File: config.mk
export PLATFORM = sky130hd
export DESIGN_NAME = adder_cla_24bit
export DESIGN_NICKNAME = d
export VERILOG_FILES = /design/src/rtl/adder_cla_24bit_pkg.sv /design/src/rtl/adder_cla_4bit.sv /design/src/rtl/adder_cla_24bit.sv
export SDC_FILE = /design/constraint.sdc
export NUM_CORES = 1
export LEC_CHECK = 0
export BUFFER_PORTS_ARGS = -buffer_cell sky130_fd_sc_hd__buf_2
export CAP_MARGIN = 40
export CORE_MARGIN = 2
export CORE_UTILIZATION = 50
export CTS_BUF_LIST = sky130_fd_sc_hd__clkbuf_8
export CTS_CLUSTER_DIAMETER = 150
export CTS_CLUSTER_SIZE = 14
export DETAILED_ROUTE_END_ITERATION = 10
export GPL_TIMING_DRIVEN = 0
export HOLD_SLACK_MARGIN = 0.1
export PLACE_DENSITY = 0.84
export SLEW_MARGIN = 25
export SYNTH_ARGS = -nofsm -noshare
export SYNTH_HDL_FRONTEND = slang
export SYNTH_SLANG_ARGS = --single-unit
File: constraint.sdc
create_clock -name clk -period 0.8 [get_ports clk]
set_input_delay 0.12 -clock clk [delete_from_list [all_inputs] [get_ports clk]]
set_output_delay 0.12 -clock clk [all_outputs]
set_load 0.02 [all_outputs]
File: src/rtl/adder_cla_24bit_pkg.sv
// Shared CPU24 word and carry-lookahead definitions used by the 24-bit adder.
// Bit numbering is big-endian throughout: index 0 is the MSB.
package adder_cla_24bit_pkg;

    localparam int WORD_LENGTH     = 24;
    localparam int CLA_GROUP_WIDTH = 4;
    localparam int CLA_GROUPS      = WORD_LENGTH / CLA_GROUP_WIDTH;

    typedef logic [0:WORD_LENGTH-1]     word_t;
    typedef logic [0:CLA_GROUP_WIDTH-1] nibble_t;
    typedef logic [0:CLA_GROUPS-1]      group_vec_t;

    // Carry into group j, written as a flat sum of products of the group
    // generate/propagate terms and the word carry-in. j = -1 yields the
    // carry out of the MSB group. With a constant j this elaborates to a
    // single two-level term, so no carry ripples from group to group.
    function automatic logic lookahead_carry(
        input group_vec_t g,
        input group_vec_t p,
        input logic       cin,
        input int         j
    );
        logic carry;
        logic run_p;
        carry = 1'b0;
        for (int k = j + 1; k < CLA_GROUPS; k++) begin
            run_p = 1'b1;
            for (int m = j + 1; m < k; m++) begin
                run_p = run_p & p[m];
            end
            carry = carry | (g[k] & run_p);
        end
        run_p = 1'b1;
        for (int m = j + 1; m < CLA_GROUPS; m++) begin
            run_p = run_p & p[m];
        end
        carry = carry | (run_p & cin);
        return carry;
    endfunction

endpackage

File: src/rtl/adder_cla_4bit.sv
// 4-bit carry-lookahead group. Bit 0 is the MSB; cin enters at bit 3.
// Produces the group sum plus group generate G and propagate P for the
// second-level lookahead unit.
module adder_cla_4bit
    import adder_cla_24bit_pkg::*;
(
    input  nibble_t a,
    input  nibble_t b,
    input  logic    cin,
    output nibble_t s,
    output logic    G,
    output logic    P
);

    nibble_t w_g;
    nibble_t w_p;
    nibble_t w_c;

    assign w_g = a & b;
    assign w_p = a ^ b;

    // Internal lookahead carries, each computed directly from cin.
    assign w_c[3] = cin;
    assign w_c[2] = w_g[3] | (w_p[3] & cin);
    assign w_c[1] = w_g[2] | (w_p[2] & w_g[3]) | (w_p[2] & w_p[3] & cin);
    assign w_c[0] = w_g[1] | (w_p[1] & w_g[2]) | (w_p[1] & w_p[2] & w_g[3])
                  | (w_p[1] & w_p[2] & w_p[3] & cin);

    assign s = w_p ^ w_c;

    assign G = w_g[0] | (w_p[0] & w_g[1]) | (w_p[0] & w_p[1] & w_g[2])
             | (w_p[0] & w_p[1] & w_p[2] & w_g[3]);
    assign P = &w_p;

endmodule

File: src/rtl/adder_cla_24bit.sv
// 24-bit two-level carry-lookahead adder with registered sum and carry-out.
// Six adder_cla_4bit groups feed a flat second-level lookahead unit.
// Optional: define ADDER_CLA_OVF_EN to add the registered signed-overflow
// output ovf.
module adder_cla_24bit
    import adder_cla_24bit_pkg::*;
(
    input  logic  clk,
    input  logic  rst_n,
    input  word_t a,
    input  word_t b,
    input  logic  inC,
    output word_t s,
    output logic  outC
`ifdef ADDER_CLA_OVF_EN
    ,
    output logic  ovf
`endif
);

    group_vec_t w_grp_g;
    group_vec_t w_grp_p;
    group_vec_t w_grp_cin;
    word_t      w_sum;
    logic       w_cout;

    word_t      r_s;
    logic       r_outC;

    // Group 0 holds bits 0..3 (MSB); group 5 holds bits 20..23 and takes inC.
    for (genvar j = 0; j < CLA_GROUPS; j++) begin : g_grp
        assign w_grp_cin[j] = lookahead_carry(w_grp_g, w_grp_p, inC, j);

        adder_cla_4bit u_grp (
            .a   (a[j*CLA_GROUP_WIDTH +: CLA_GROUP_WIDTH]),
            .b   (b[j*CLA_GROUP_WIDTH +: CLA_GROUP_WIDTH]),
            .cin (w_grp_cin[j]),
            .s   (w_sum[j*CLA_GROUP_WIDTH +: CLA_GROUP_WIDTH]),
            .G   (w_grp_g[j]),
            .P   (w_grp_p[j])
        );
    end

    assign w_cout = lookahead_carry(w_grp_g, w_grp_p, inC, -1);

    // Capture the sum and carry-out one cycle after the operands.
    always_ff @(posedge clk or negedge rst_n) begin
        if (!rst_n) begin
            r_s    <= '0;
            r_outC <= 1'b0;
        end else begin
            // NOTE: state registers use non-blocking assignments so every flop
            // samples pre-edge values regardless of statement order.
            r_s    <= w_sum;
            r_outC <= w_cout;
        end
    end

    assign s    = r_s;
    assign outC = r_outC;

`ifdef ADDER_CLA_OVF_EN
    logic w_c0;
    logic r_ovf;

    // Carry into bit 0 recovered from its sum bit: s0 = a0 ^ b0 ^ c0.
    assign w_c0 = w_sum[0] ^ a[0] ^ b[0];

    // Register signed overflow alongside the sum.
    always_ff @(posedge clk or negedge rst_n) begin
        if (!rst_n) begin
            r_ovf <= 1'b0;
        end else begin
            r_ovf <= w_c0 ^ w_cout;
        end
    end

    assign ovf = r_ovf;
`endif

endmodule

; ---- After elaboration in Yosys (flattened, before gate mapping)
; Index checks and enable logic that the tools add are counted.
[op_classes]
n_bitwise = 213
reduce_logical = 6
[ops]
columns = operator, n
row1 = AND 1 bit, 120
row2 = OR 1 bit, 75
row3 = XOR 4 bit, 12
row4 = AND 4 bit, 6
row5 = AND reduction 4 bit, 6
[totals]
ff_bits = 25
input_bits = 51
out_inout_bits = 25
elab_cells = 221

; ---- Depth between registers and ports, before layout
[logic_depth]
word_depth = 14
depth_mapped = 9
depth_no_buf = 9

; ---- Modules after synthesis
; A second synthesis with hierarchy kept.
[hier_totals]
hier_cells = 168
area_unflattened_um2 = 1801.7
[by_module_without_submodules]
columns = module, instances, cells_each, area_each_um2, seq_area_each_um2
row1 = adder_cla_4bit, 6, 22, 182.7, 0.0
row2 = adder_cla_24bit, 1, 36, 705.7, 625.6

; ---- Worst setup path after synthesis
; Ideal clock, no wire load.
[synth_timing]
kind = input -> register
startpoint = in a[0]
endpoint = reg r_s[13] (netlist: s[13])
arrival_time_ns = 2.299
required_ns = 0.675
slack_ns = -1.624
path_stages = 9
path_buffers = 0
path_cell_list = ha_1 a211o_1 a211oi_1 o31ai_1 a21o_1 a221o_1 a21o_1 fa_1 xor2_1
[synth_between]
elab_chain_cells = 9
[synth_rtl]
columns = item, line_no
row1 = from (decl), adder_cla_24bit.sv:10  ; input word_t a,
row2 = AND 4 bit, adder_cla_4bit.sv:19  ; assign w_g = a & b;
row3 = AND 1 bit, adder_cla_4bit.sv:32  ; | (w_p[0] & w_p[1] & w_p[2] & w_g[3]);
row4 = OR 1 bit, adder_cla_4bit.sv:32
row5 = AND 1 bit, adder_cla_24bit_pkg.sv:31  ; carry = carry | (g[k] & run_p);
row6 = OR 1 bit, adder_cla_24bit_pkg.sv:31
row7 = OR 1 bit (*), adder_cla_24bit_pkg.sv:37  ; carry = carry | (run_p & cin);
row8 = AND 1 bit (*), adder_cla_4bit.sv:24  ; assign w_c[2] = w_g[3] | (w_p[3] & cin);
row9 = OR 1 bit (*), adder_cla_4bit.sv:24
row10 = XOR 4 bit (*), adder_cla_4bit.sv:29  ; assign s = w_p ^ w_c;
row11 = net g_grp[2].u_grp.s[1], adder_cla_4bit.sv:10  ; output nibble_t s,
row12 = to (signal assigned), adder_cla_24bit.sv:54  ; r_s <= w_sum;
row13 = to (decl), adder_cla_24bit.sv:27  ; word_t r_s;
; The timed path passes the listed nets; every way through them passes the cells marked *.

; ---- Final worst setup path
[layout_timing]
startpoint = in b[0]
endpoint = reg r_s[7] (netlist: s[7])
[layout_between]
elab_chain_cells = 7
[layout_rtl]
columns = item, line_no
row1 = from (decl), adder_cla_24bit.sv:11  ; input word_t b,
row2 = XOR 4 bit or AND 4 bit (tied branches), "adder_cla_4bit.sv:20, adder_cla_4bit.sv:19"
row3 = AND reduction 4 bit or AND 1 bit (tied branches), "adder_cla_4bit.sv:33, adder_cla_4bit.sv:32"
row4 = AND 1 bit or OR 1 bit (tied branches), "adder_cla_24bit_pkg.sv:37, adder_cla_4bit.sv:32"
row5 = OR 1 bit (*), adder_cla_24bit_pkg.sv:37
row6 = AND 1 bit (*), adder_cla_4bit.sv:27  ; | (w_p[1] & w_p[2] & w_p[3] & cin);
row7 = OR 1 bit (*), adder_cla_4bit.sv:27
row8 = XOR 4 bit (*), adder_cla_4bit.sv:29
row9 = net g_grp[4].u_grp.s[3], adder_cla_4bit.sv:10
; Marks and branches as above.

==> flow_metrics.tcl <==
set metrics [dict create \
    status "finished with violations" \
    violations "design-rule violations, negative setup slack" \
    grt_usage_pct 26.97 \
    finalMaxSlewViolations 0 \
    pin_count 76 \
    synth-edff-count 0 \
    slowest_delay_ps 390 \
    final_cells 313 \
    cts_tree "done" \
    ys_seq_elements 25 \
    core-area_um2 3311 \
    path_clk_slew_ps 90 \
    detail-route-antenna-nets 0 \
    whs_ps 173.4 \
    initial_core_util_pct 51.59 \
    ir_drop_mv 1.190 \
    netSwitchingFraction_pct 36.76 \
    numCtsBuffers 3 \
    drc_errors 2 \
    ctsLongestPathBuffers 2 \
    ctsRootBufferMaster "clkbuf_8" \
    met3_usage_pct 3.423 \
    nets 349 \
    rsz0062_at_grt "yes" \
    criticalPathCategory "in -> reg" \
    fin_crit_sh_pct 282.8 \
    syn-instance-count 156 \
    die_h_um 62.45 \
    ys_types 36 \
    final_cell_area_um2 2937 \
    cp_slowest_cell "a2111o_1" \
    grt_start_max_net_pins 26 \
    drv_cap 0 \
    num_vias 1809 \
    relSlewSlack_pct 71.72 \
    final_cell_mix "buf_6 (41), buf_2 (41), dfrtp_1 (25)" \
    min_delay_worst_endpoint "s[8]" \
    p_seq_share_pct 32.9 \
    worst_ep_arrival_time_ps 2430 \
    hold_class "in -> reg" \
    wl_um 6543 \
    end_kind "flop" \
    area_delta_synth_final_pct 71.94 \
    cp_cell_sequence "buf_6 > ha_4 > a211o_1 > buf_4 > buf_6 > buf_6 > buf_6 > buf_6 > buf_6 > a21oi_4 > o21bai_1 > a21o_1 > a2111o_1 > o311ai_2" \
    power_leakage_uw 0.001383 \
    antenna_found_initial 0 \
    antenna_cells 0 \
    grt_util_met1_pct 31.32 \
    first_pass_iters 7 \
    cp_max_fo 2 \
    die_w_um 62.45 \
    cp_top_family "compound AO/OA/AOI/OAI gates" \
    fmax_mhz 442.0 \
    cp_num_buf_inv 7 \
    wl_per_cell_um 20.90 \
    postSynthAreaPerCell_um2 10.95 \
    drive_gt1_share_pct 56.93 \
    min_period_ps 2262 \
    p_switching_uw 1867 \
    cts.sinks 25 \
    start_kind "input port" \
    place_inst 277 \
    internal_power_uw 3212 \
    tightest_slew_ps 419.8 \
    synth-async-reset-ratio_pct 100.0 \
    hp-start "b[8]" \
    yosysWarnings 0 \
    die_area_um2 3899 \
    drtIter0Drc 159 \
    gp_congestion 0.8757 \
    placed_area_um2 2281 \
    cts_max_level 1 \
    hold_path_depth 2 \
    busiest_layer "met2" \
    grt_pass1_wl_um 8259 \
    gr-total-overflow 0 \
    first_global_vias 1768 \
    p_comb_share_pct 51.9 \
    io_buffers 75 \
    p_per_area_nw_per_um2 1730 \
    place_ws_ps -1754 \
    cp.required_ps 970 \
    setup_viol 48 \
    hold_viol_final 0 \
    syn-cell-area_um2 1708 \
    synth_ff_type "dfrtp_1" \
    grt_util_met2_pct 51.75 \
    place_hpwl_um 3030 \
    syn_nets 237 \
    fin_tns_setup_ps -30430 \
    rows 21 \
    ys_seq_area_share_pct 36.63 \
    path_common_cell "buf_6" \
    via_per_inst 5.780 \
    worst_slack_ps -1462 \
    p_clk_share_pct 15.2 \
]
[state kept, by name, summed over array words and instances, names as in the netlist]
register and cells:
s 24, outC 1
[final cells by class]
class | instances | area [um2]
Multi-Input combinational cell | 118 | 1294
Clock inverter | 1 | 5.005
Clock buffer | 3 | 41.29
Tap cell | 46 | 57.56
Timing Repair Buffer | 107 | 857.1
Sequential cell | 25 | 625.6
Inverter | 13 | 56.30
Fill cell | 138 | 374.1
[repair_timing]
action	CTS	global route
setup endpoints to repair	47	73
resized for setup	84	10
buffers inserted	23	10
pin swaps	36	14
hold buffers	1	0
hold endpoints to repair	25	0
[how the worst max path moves through the flow]
stage	start	endpoint	slack, ps	cells past startpoint
after global routing	b[0]	s[13]	-1500	10
after floorplan	a[0]	s[13]	-1470	9
after detailed placement	a[0]	s[13]	-1750	10
after CTS	b[0]	s[13]	-1370	10
after global placement	a[0]	s[13]	-1720	10
final	b[0]	s[7]	-1460	14
[cell families (layout without fill, tap and decap cells)]
| kind of cell | Yosys count | in the layout | synth area share (%) |
|---|---|---|---|
| xor+xnor | 14 | 14 | 7.180 |
| buf+inv | 13 | 124 | 2.857 |
| simple gates | 28 | 28 | 8.424 |
| flops | 25 | 25 | 36.63 |
| fa+ha+maj | 30 | 30 | 24.62 |
| compound gates | 46 | 46 | 20.29 |
[through the flow]
| step | power (uW) | util, % |
|---|---|---|
| after floorplan | 2702 | - |
| after global placement | 3256 | 68.90 |
| after detailed placement | 3313 | 68.90 |
| after CTS | 4705 | 85.19 |
| after global routing | 5307 | 88.70 |
| final | 5079 | 88.70 |
[synth_stat cells, types with 2 or more instances]
library cell   n  share of area, %
a21oi_1       16               4.7
fa_1           6               7.0
xnor2_1        7               3.6
a21o_1         4               1.8
nor3_1         5               1.5
nor2_1         6               1.3
dfrtp_1       25                37
nand4_1        2              0.73
and2_1         3               1.1
xor2_1         7               3.6
o21ai_0        4               1.2
or3_1          2              0.73
nand3_1        3              0.88
o211ai_2       2               1.5
a211oi_1       2              0.88
a211o_1        2               1.0
ha_1          24                18
a2111o_1       2               1.3
nand2_1        4              0.88
inv_1         13               2.9
o21bai_1       2              0.88
[power groups by stage]
stage | Clock, uW | Sequential, uW | Combinational [uW]
2_1_floorplan | 0 | 1960 | 744
3_3_place_gp | 0 | 1590 | 1660
3_5_place_dp | 0 | 1600 | 1710
4_1_cts | 740 | 1640 | 2320
5_1_grt | 857 | 1690 | 2760
6_report | 771 | 1670 | 2640
[per-layer routing]
| metal | vias up | wire (um) | part of all wire (%) |
|---|---|---|---|
| li1 | 790 | - | - |
| met1 | 861 | 2363 | 36 |
| met2 | 126 | 3439 | 53 |
| met3 | 32 | 436 | 6.7 |
| met4 | 0 | 303 | 4.6 |
| met5 | - | 0 | 0 |
Note: power is estimated with default switching activity, not from simulation.
